===== config.mk =====
export PLATFORM = sky130hd
export DESIGN_NAME = core_dispatch_ctrl
export DESIGN_NICKNAME = d
export VERILOG_FILES = /design/src/rtl/core_ctrl_pkg.sv /design/src/rtl/core_wait_timer.sv /design/src/rtl/core_dispatch_ctrl.sv
export SDC_FILE = /design/constraint.sdc
export NUM_CORES = 1
export LEC_CHECK = 0
export CAP_MARGIN = 10
export CELL_PAD_IN_SITES_DETAIL_PLACEMENT = 0
export CELL_PAD_IN_SITES_GLOBAL_PLACEMENT = 1
export CORE_MARGIN = 2
export CORE_UTILIZATION = 43
export CTS_CLUSTER_DIAMETER = 150
export DETAILED_ROUTE_END_ITERATION = 16
export GPL_TIMING_DRIVEN = 0
export PLACE_DENSITY_LB_ADDON = 0.1
export SLEW_MARGIN = 25
export SYNTH_ARGS = -nofsm -noshare
export SYNTH_HDL_FRONTEND = slang
export SYNTH_HIERARCHICAL = 1
export SYNTH_SLANG_ARGS = --single-unit
export TNS_END_PERCENT = 100

===== constraint.sdc =====
create_clock -name clk -period 4.2 [get_ports clk]
set_input_delay 0.84 -clock clk [delete_from_list [all_inputs] [get_ports clk]]
set_output_delay 0.84 -clock clk [all_outputs]
set_load 0.005 [all_outputs]

===== src/rtl/core_ctrl_pkg.sv =====
// Phase encoding and defaults shared by the core dispatch sequencer and the
// GPIO status block that displays its phase.
package core_ctrl_pkg;

   localparam logic [1:0] PHASE_IDLE  = 2'b00;
   localparam logic [1:0] PHASE_START = 2'b01;
   localparam logic [1:0] PHASE_WAIT  = 2'b10;
   localparam logic [1:0] PHASE_DONE  = 2'b11;

   localparam int NUM_CORES_DEF = 4;

   // State values equal the phase code, so the state register drives phase directly.
   typedef enum logic [1:0] {
      ST_IDLE  = PHASE_IDLE,
      ST_START = PHASE_START,
      ST_WAIT  = PHASE_WAIT,
      ST_DONE  = PHASE_DONE
   } disp_state_e;

endpackage


===== src/rtl/core_wait_timer.sv =====
// Wait-phase cycle counter: clear has priority over enable, and terminal count
// flags the cycle whose increment would reach LIMIT.
module core_wait_timer #(
   parameter int CNT_W = 16,
   parameter int LIMIT = 1024
) (
   input  logic             clk,
   input  logic             rst,
   input  logic             clr_i,
   input  logic             en_i,
   output logic [CNT_W-1:0] cnt_nxt_o,
   output logic             tc_o
);

   logic [CNT_W-1:0] cnt_q, cnt_d;

   assign cnt_nxt_o = cnt_q + CNT_W'(1);
   assign tc_o      = (cnt_nxt_o == CNT_W'(LIMIT));

   always_comb begin
      cnt_d = cnt_q;
      if (clr_i)
         cnt_d = '0;
      else if (en_i)
         cnt_d = cnt_nxt_o;
   end

   always_ff @(posedge clk) begin
      if (rst)
         cnt_q <= '0;
      else
         cnt_q <= cnt_d;
   end

endmodule


===== src/rtl/core_dispatch_ctrl.sv =====
// Launches the enabled compute cores, collects their done indications and
// reports phase, completion and timeout; every output is a register.
module core_dispatch_ctrl
   import core_ctrl_pkg::*;
#(
   parameter int NUM_CORES      = NUM_CORES_DEF,
   parameter int TIMEOUT_CYCLES = 1024,
   parameter int CNT_W          = 16
) (
   input  logic                 clk,
   input  logic                 rst,
   input  logic                 launch,
   input  logic [NUM_CORES-1:0] core_enable,
   input  logic [NUM_CORES-1:0] core_done,
   output logic [NUM_CORES-1:0] core_start,
   output logic [1:0]           phase,
   output logic                 busy,
   output logic                 all_done,
   output logic                 timeout,
   output logic [NUM_CORES-1:0] done_mask,
   output logic [CNT_W-1:0]     cycle_count
);

   disp_state_e          state_q;
   logic [NUM_CORES-1:0] run_mask_q, core_start_q, done_mask_q, done_mask_d;
   logic                 busy_q, all_done_q, timeout_q;
   logic [CNT_W-1:0]     cycle_count_q, cnt_nxt;
   logic                 tmr_clr, tmr_en, tmr_tc, complete;

   // Masking with run_mask keeps disabled cores out of done_mask for good.
   assign done_mask_d = done_mask_q | (core_done & run_mask_q);
   assign complete    = (done_mask_d == run_mask_q);
   assign tmr_clr     = (state_q == ST_START);
   assign tmr_en      = (state_q == ST_WAIT);

   core_wait_timer #(
      .CNT_W (CNT_W),
      .LIMIT (TIMEOUT_CYCLES)
   ) u_timer (
      .clk       (clk),
      .rst       (rst),
      .clr_i     (tmr_clr),
      .en_i      (tmr_en),
      .cnt_nxt_o (cnt_nxt),
      .tc_o      (tmr_tc)
   );

   always_ff @(posedge clk) begin
      if (rst) begin
         state_q       <= ST_IDLE;
         run_mask_q    <= '0;
         core_start_q  <= '0;
         done_mask_q   <= '0;
         busy_q        <= 1'b0;
         all_done_q    <= 1'b0;
         timeout_q     <= 1'b0;
         cycle_count_q <= '0;
      end else begin
         core_start_q <= '0;
         all_done_q   <= 1'b0;
         timeout_q    <= 1'b0;
         case (state_q)
            ST_IDLE: begin
               if (launch && |core_enable) begin
                  run_mask_q   <= core_enable;
                  core_start_q <= core_enable;
                  busy_q       <= 1'b1;
                  state_q      <= ST_START;
               end
            end
            ST_START: begin
               done_mask_q <= '0;
               state_q     <= ST_WAIT;
            end
            ST_WAIT: begin
               done_mask_q <= done_mask_d;
               // Completion is tested first so it wins over a coincident timeout.
               if (complete) begin
                  cycle_count_q <= cnt_nxt;
                  all_done_q    <= 1'b1;
                  state_q       <= ST_DONE;
               end else if (tmr_tc) begin
                  cycle_count_q <= cnt_nxt;
                  timeout_q     <= 1'b1;
                  state_q       <= ST_DONE;
               end
            end
            ST_DONE: begin
               busy_q  <= 1'b0;
               state_q <= ST_IDLE;
            end
            default: begin
               busy_q  <= 1'b0;
               state_q <= ST_IDLE;
            end
         endcase
      end
   end

   assign phase       = state_q;
   assign busy        = busy_q;
   assign core_start  = core_start_q;
   assign all_done    = all_done_q;
   assign timeout     = timeout_q;
   assign done_mask   = done_mask_q;
   assign cycle_count = cycle_count_q;

endmodule


Yosys cells after proc, flatten, opt, wreduce, memory -nomap -nowiden
Cells that the tools add are included.
W data, S select, Z words.
{"block": "classes", "n_addsub": 1, "n_eq_ne": 7, "n_mux": 11, "bitwise": 5, "n_reduce_logical": 14}
{"operator": "$mux W16", "count": 2}
{"operator": "$add A16 B1 Y16 const B", "count": 1}
{"operator": "$eq A16 B11 Y1 const B", "count": 1}
{"operator": "$pmux W2 S4", "count": 1}
{"operator": "$pmux W4 S2", "count": 1}
{"operator": "$reduce_and A2 Y1", "count": 4}
{"operator": "$mux W2", "count": 3}
{"operator": "$reduce_bool A2 Y1", "count": 3}
{"operator": "$reduce_or A3 Y1", "count": 2}
{"operator": "$and A4 B4 Y4", "count": 1}
{"operator": "$eq A2 B2 Y1 const B", "count": 2}
{"operator": "$eq A4 B4 Y1", "count": 1}
{"operator": "$or A4 B4 Y4", "count": 1}
{"operator": "$reduce_or A2 Y1", "count": 2}
{"operator": "$reduce_or A4 Y1", "count": 1}
{"operator": "$mux W1", "count": 3}
{"operator": "$ne A3 B1 Y1 const B", "count": 1}
{"operator": "$not A1 Y1", "count": 3}
{"operator": "$eq A2 B1 Y1 const B", "count": 1}
{"operator": "$logic_not A2 Y1", "count": 1}
{"operator": "$ne A2 B2 Y1 const B", "count": 1}
{"operator": "$pmux W1 S2", "count": 1}
{"operator": "$logic_and A1 B1 Y1", "count": 1}
{"block": "totals", "reg_bits": 49, "inputBits": 11, "output_inout_bits": 29, "elab_cells": 47}

Depth between registers and ports, before layout
{"block": "logic_depth", "word_depth": 5, "mapped_depth": 14, "ltp_nobuf": 11}

Modules after synthesis
The synthesis kept the hierarchy.
{"mod": "core_dispatch_ctrl", "instances": 1, "cells_each": 135, "area_per_inst_um2": 1315.0, "seq_area_each_um2": 660.6}
{"mod": "core_wait_timer", "instances": 1, "cells_each": 146, "area_per_inst_um2": 1169.9, "seq_area_each_um2": 320.3}

Worst setup path after synthesis
Ideal clock, no wire load.
{"block": "synth_timing", "kind": "reg2reg", "startpoint": "register u_timer.cnt_q[1]", "endpoint": "register cycle_count_q[12], in the netlist cycle_count[12]", "setup_time_ns": 0.128, "arrival_time_ns": 2.571, "setup_slack_ns": 1.502, "stages_incl_launch_ff": 14, "period_less_slack_ns": 2.698, "cell_sequence": "dfxtp_1 -> ha_1 -> nand3_2 -> nor2_2 -> or4_1 -> a2111o_1 -> nor4_2 -> inv_1 -> nor2_1 -> a41o_1 -> buf_6 -> buf_12 -> mux2i_1 -> nor2_1"}
{"block": "synth_via", "elab_chain_cells": 4}
{"element": "start, declared", "line": "core_wait_timer.sv:15", "text": "logic [CNT_W-1:0] cnt_q, cnt_d;"}
{"element": "start signal, assigned", "line": "core_wait_timer.sv:32", "text": "cnt_q <= cnt_d;"}
{"element": "$add A16 B1 Y16", "line": "core_wait_timer.sv:17", "text": "assign cnt_nxt_o = cnt_q + CNT_W'(1);"}
{"element": "$eq A16 B11 Y1", "line": "core_wait_timer.sv:18", "text": "assign tc_o = (cnt_nxt_o == CNT_W'(LIMIT));"}
{"element": "named net tmr_tc", "line": "core_dispatch_ctrl.sv:28", "text": "logic tmr_clr, tmr_en, tmr_tc, complete;"}
{"element": "$reduce_bool A2 Y1 (no source line)"}
{"element": "$reduce_and A2 Y1 (no source line)"}
{"element": "end signal, assigned", "line": "core_dispatch_ctrl.sv:79", "text": "cycle_count_q <= cnt_nxt;"}
{"element": "end signal, assigned", "line": "core_dispatch_ctrl.sv:83", "text": "cycle_count_q <= cnt_nxt;"}
{"element": "end, declared", "line": "core_dispatch_ctrl.sv:27", "text": "logic [CNT_W-1:0] cycle_count_q, cnt_nxt;"}
The timed path passes the listed nets, and every way through them passes these cells. The select of a mux whose other input is x is not followed.
A chain may end at the register's enable or synchronous reset.

Worst setup path in the final report
{"block": "layout_timing", "startpoint": "register u_timer.cnt_q[8]", "endpoint": "register cycle_count_q[14], in the netlist cycle_count[14]"}
{"block": "layout_via", "elab_chain_cells": 4}
{"element": "$add A16 B1 Y16", "line": "core_wait_timer.sv:17"}
{"element": "named net cnt_nxt[15]", "line": "core_dispatch_ctrl.sv:27"}
{"element": "$eq A16 B11 Y1", "line": "core_wait_timer.sv:18"}
{"element": "named net tmr_tc", "line": "core_dispatch_ctrl.sv:28"}
{"element": "$reduce_bool A2 Y1 (no source line)"}
{"element": "$reduce_and A2 Y1 (no source line)"}
The timed path passes the listed nets, and every way through them passes these cells. The select of a mux whose other input is x is not followed.

==> flow_summary.ini <==
[floorplanning]
die_area_um2 = 6403
io_pins = 40
die_w_um = 80.02
die_h_um = 80.02
core_area_um2 = 5540
start_util_pct = 44.85
rows = 27

[critical_path]
worstPathMaxFanout = 10
r2r_cells = 13
cp.arrival_ns = 3.30
r2r-start = u_timer/cnt_q[8]
cp-end-kind = flop
criticalPathCategory = flop to flop
cp.required_ns = 4.38
start_kind = flop
r2r_slack_ns = 1.08
r2r-end = cycle_count[14]

[run]
maxCapViolations = 0

[synthesis]
syn_area_um2 = 2485
synth_seq_cells = 49
ys_top_cells_by_area = dfxtp_1 39%, mux2i_1 7.7%, nor2_1 6.6%, xnor2_1 5.3%, xor2_1 4.9%
synthTopCellsByCount = 49 x dfxtp_1, 44 x nor2_1, 19 x mux2i_1
synth-edff-count = 0
ys_seq_area_share_pct = 39.48
async_flop_share_pct = 0
synth_cell_types = 50
yosysMostFrequentCell = dfxtp_1
synth_top_area_share_pct = 39.48
yosysWarnings = 6
synthCells = 281
syn_area_per_cell_um2 = 8.843
synthesis.nets = 298
ys.flop_type = dfxtp_1
synth_area_leader_cell = dfxtp_1

[sta]
drv_slew = 0
worstMarginPinSlew_ns = 0.6167
setup_viol = 0
fmax_ghz = 0.3203
fin_ws_ns = 1.078
finalSetupTns_ns = 0
finalHoldViolCount = 0
slew_headroom_pct = 58.89
rsz0062_at_grt = false
min_period_ns = 3.123
clock-skew-final_ns = 0.004826
fin_crit_sh_pct = 74.35

[placed_design]
port_buffers = 39
gp_congestion = 0.8292
dp_slack_ns = 1.062
placed_cells = 392
hpwlAfterDp_um = 3903

[cts]
cts_resized = 0
cts_made_buffers = 5
clk_path_buf_depth = 2
cts_tree = done
clock_latency_ns = 0.30
clk_pin_slew_ns = 0.09
cts.sinks = 49
cts_root_buffer = clkbuf_8
htree_num_levels = 2
postCtsHoldBufs = 0
post_cts_buffers = 0

[power_and_ir_drop]
power_density_nw_per_um2 = 409.2
vdd_ir_drop_max_mv = 0.2115
p_sw_w = 0.0003892
power_leakage_nw = 1.154
seqPwrFrac_pct = 42.0
p_total_w = 0.001261
internal_power_w = 0.0008717
switching_share_pct = 30.87
comb_power_share_pct = 30.4
clkPwrFrac_pct = 27.7

[detailed_routing]
routedWlPerCell_um = 13.14
vias_per_cell = 5.003
wl_um = 5257
drt-initial-drc-count = 72
firstDrtPassIters = 4
vias = 2001
drc_errors = 0
antenna_left = 0

[min_path]
whs_endpoint = run_mask_q[2]
holdPathStages = 2
hp-start = run_mask_q[2]
hold_class = flop to flop

[grt]
grt_max_degree = 15
track_usage_pct = 17.98
grt_pass1_wl_um = 8983
grt_pass1_vias = 1849
grt_overflow_total = 0
antenna_found_initial = 0

[cells_and_area]
num_antenna_cells = 0
fill_cells = 526
drive_gt1_share_pct = 9.451
stdcell_count = 400
area_delta_synth_final_pct = 24.02
final_util_pct = 55.62
nets = 344

[outcome]
status = complete, no violations
[cell type report]
cell class	instances	area [um^2]	area share (%)
multi-input cells	199	1318	42.75
clock inverters	1	30.03	0.9744
clock buffers	7	86.33	2.801
repair buffers	39	390.4	12.67
plain buffers	19	133.9	4.344
well taps	72	90.09	2.923
flip-flops and latches	49	980.9	31.83
inverters	14	52.55	1.705
[sequential cells by signal (all words and copies together), names as in the netlist]
register and count:
all_done 1, busy 1, timeout 1, phase 2, core_start 4, done_mask 4
run_mask_q 4, u_timer/cnt_q 16, cycle_count 16
[worst max-delay path by stage]
stage | start | to | cells after the start
after global routing | u_timer/cnt_q[8] | cycle_count[12] | 13
after detailed placement | u_timer/cnt_q[8] | cycle_count[7] | 13
after CTS | u_timer/cnt_q[8] | cycle_count[7] | 13
final | u_timer/cnt_q[8] | cycle_count[14] | 13
after global placement | u_timer/cnt_q[8] | cycle_count[14] | 13
after floorplan | u_timer/cnt_q[1] | cycle_count[12] | 13
[logic make-up after synthesis]
| logic type | synth area share [%] |
|---|---|
| mux | 7.653 |
| xor+xnor | 10.22 |
| buf+inv | 7.502 |
| flops | 39.48 |
| simple gates | 23.97 |
| fa+ha+maj | 3.021 |
| compound gates | 8.158 |
[power by group through the flow]
stage	logic, W	clock network [W]	registers [W]
after floorplan	0.000256	0	0.000538
after CTS	0.000391	0.000364	0.000530
final	0.000383	0.000349	0.000529
after global placement	0.000388	0	0.000540
after detailed placement	0.000390	0	0.000541
after global routing	0.000423	0.000382	0.000536
[critical path, cell delays in order, from the launching register on]
cell	delay, ns
dfxtp_1	0.31
clkbuf_2	0.18
nand4_1	0.32
nor4_1	0.52
xor2_1	0.18
a211o_2	0.31
nor4_2	0.28
inv_1	0.11
nor2_1	0.10
a41o_1	0.12
buf_6	0.16
buf_12	0.15
mux2i_1	0.19
nor2_1	0.05
[placed cells by master, fill, tap and decap left out, types with 9 or more instances in the layout]
cell type | synthesis | routed
xnor2_1 | 15 | 15
nor2_1 | 44 | 44
nand2_1 | 14 | 14
dfxtp_1 | 49 | 49
xor2_1 | 14 | 14
nand3_1 | 15 | 15
nand4_1 | 9 | 9
inv_1 | 14 | 14
clkdlybuf4s50_1 | 0 | 39
mux2i_1 | 19 | 19
[metrics by stage]
stage / cell area, um^2 / hold slack [ns]
floorplan: 2485 / 0.4531
global placement: 2965 / 0.4697
detailed placement: 2965 / 0.4748
CTS: 3082 / 0.4878
global route: 3082 / 0.5070
finish: 3082 / 0.4875
[layer usage]
layer	vias up	part of all wire (%)	track usage, %
li1	1039	-	-
met1	920	52	24.81
met2	34	43	27.67
met3	8	3.4	3.733
met4	0	1.5	6.441
met5	-	0	0
(Power assumes the default switching activity.)
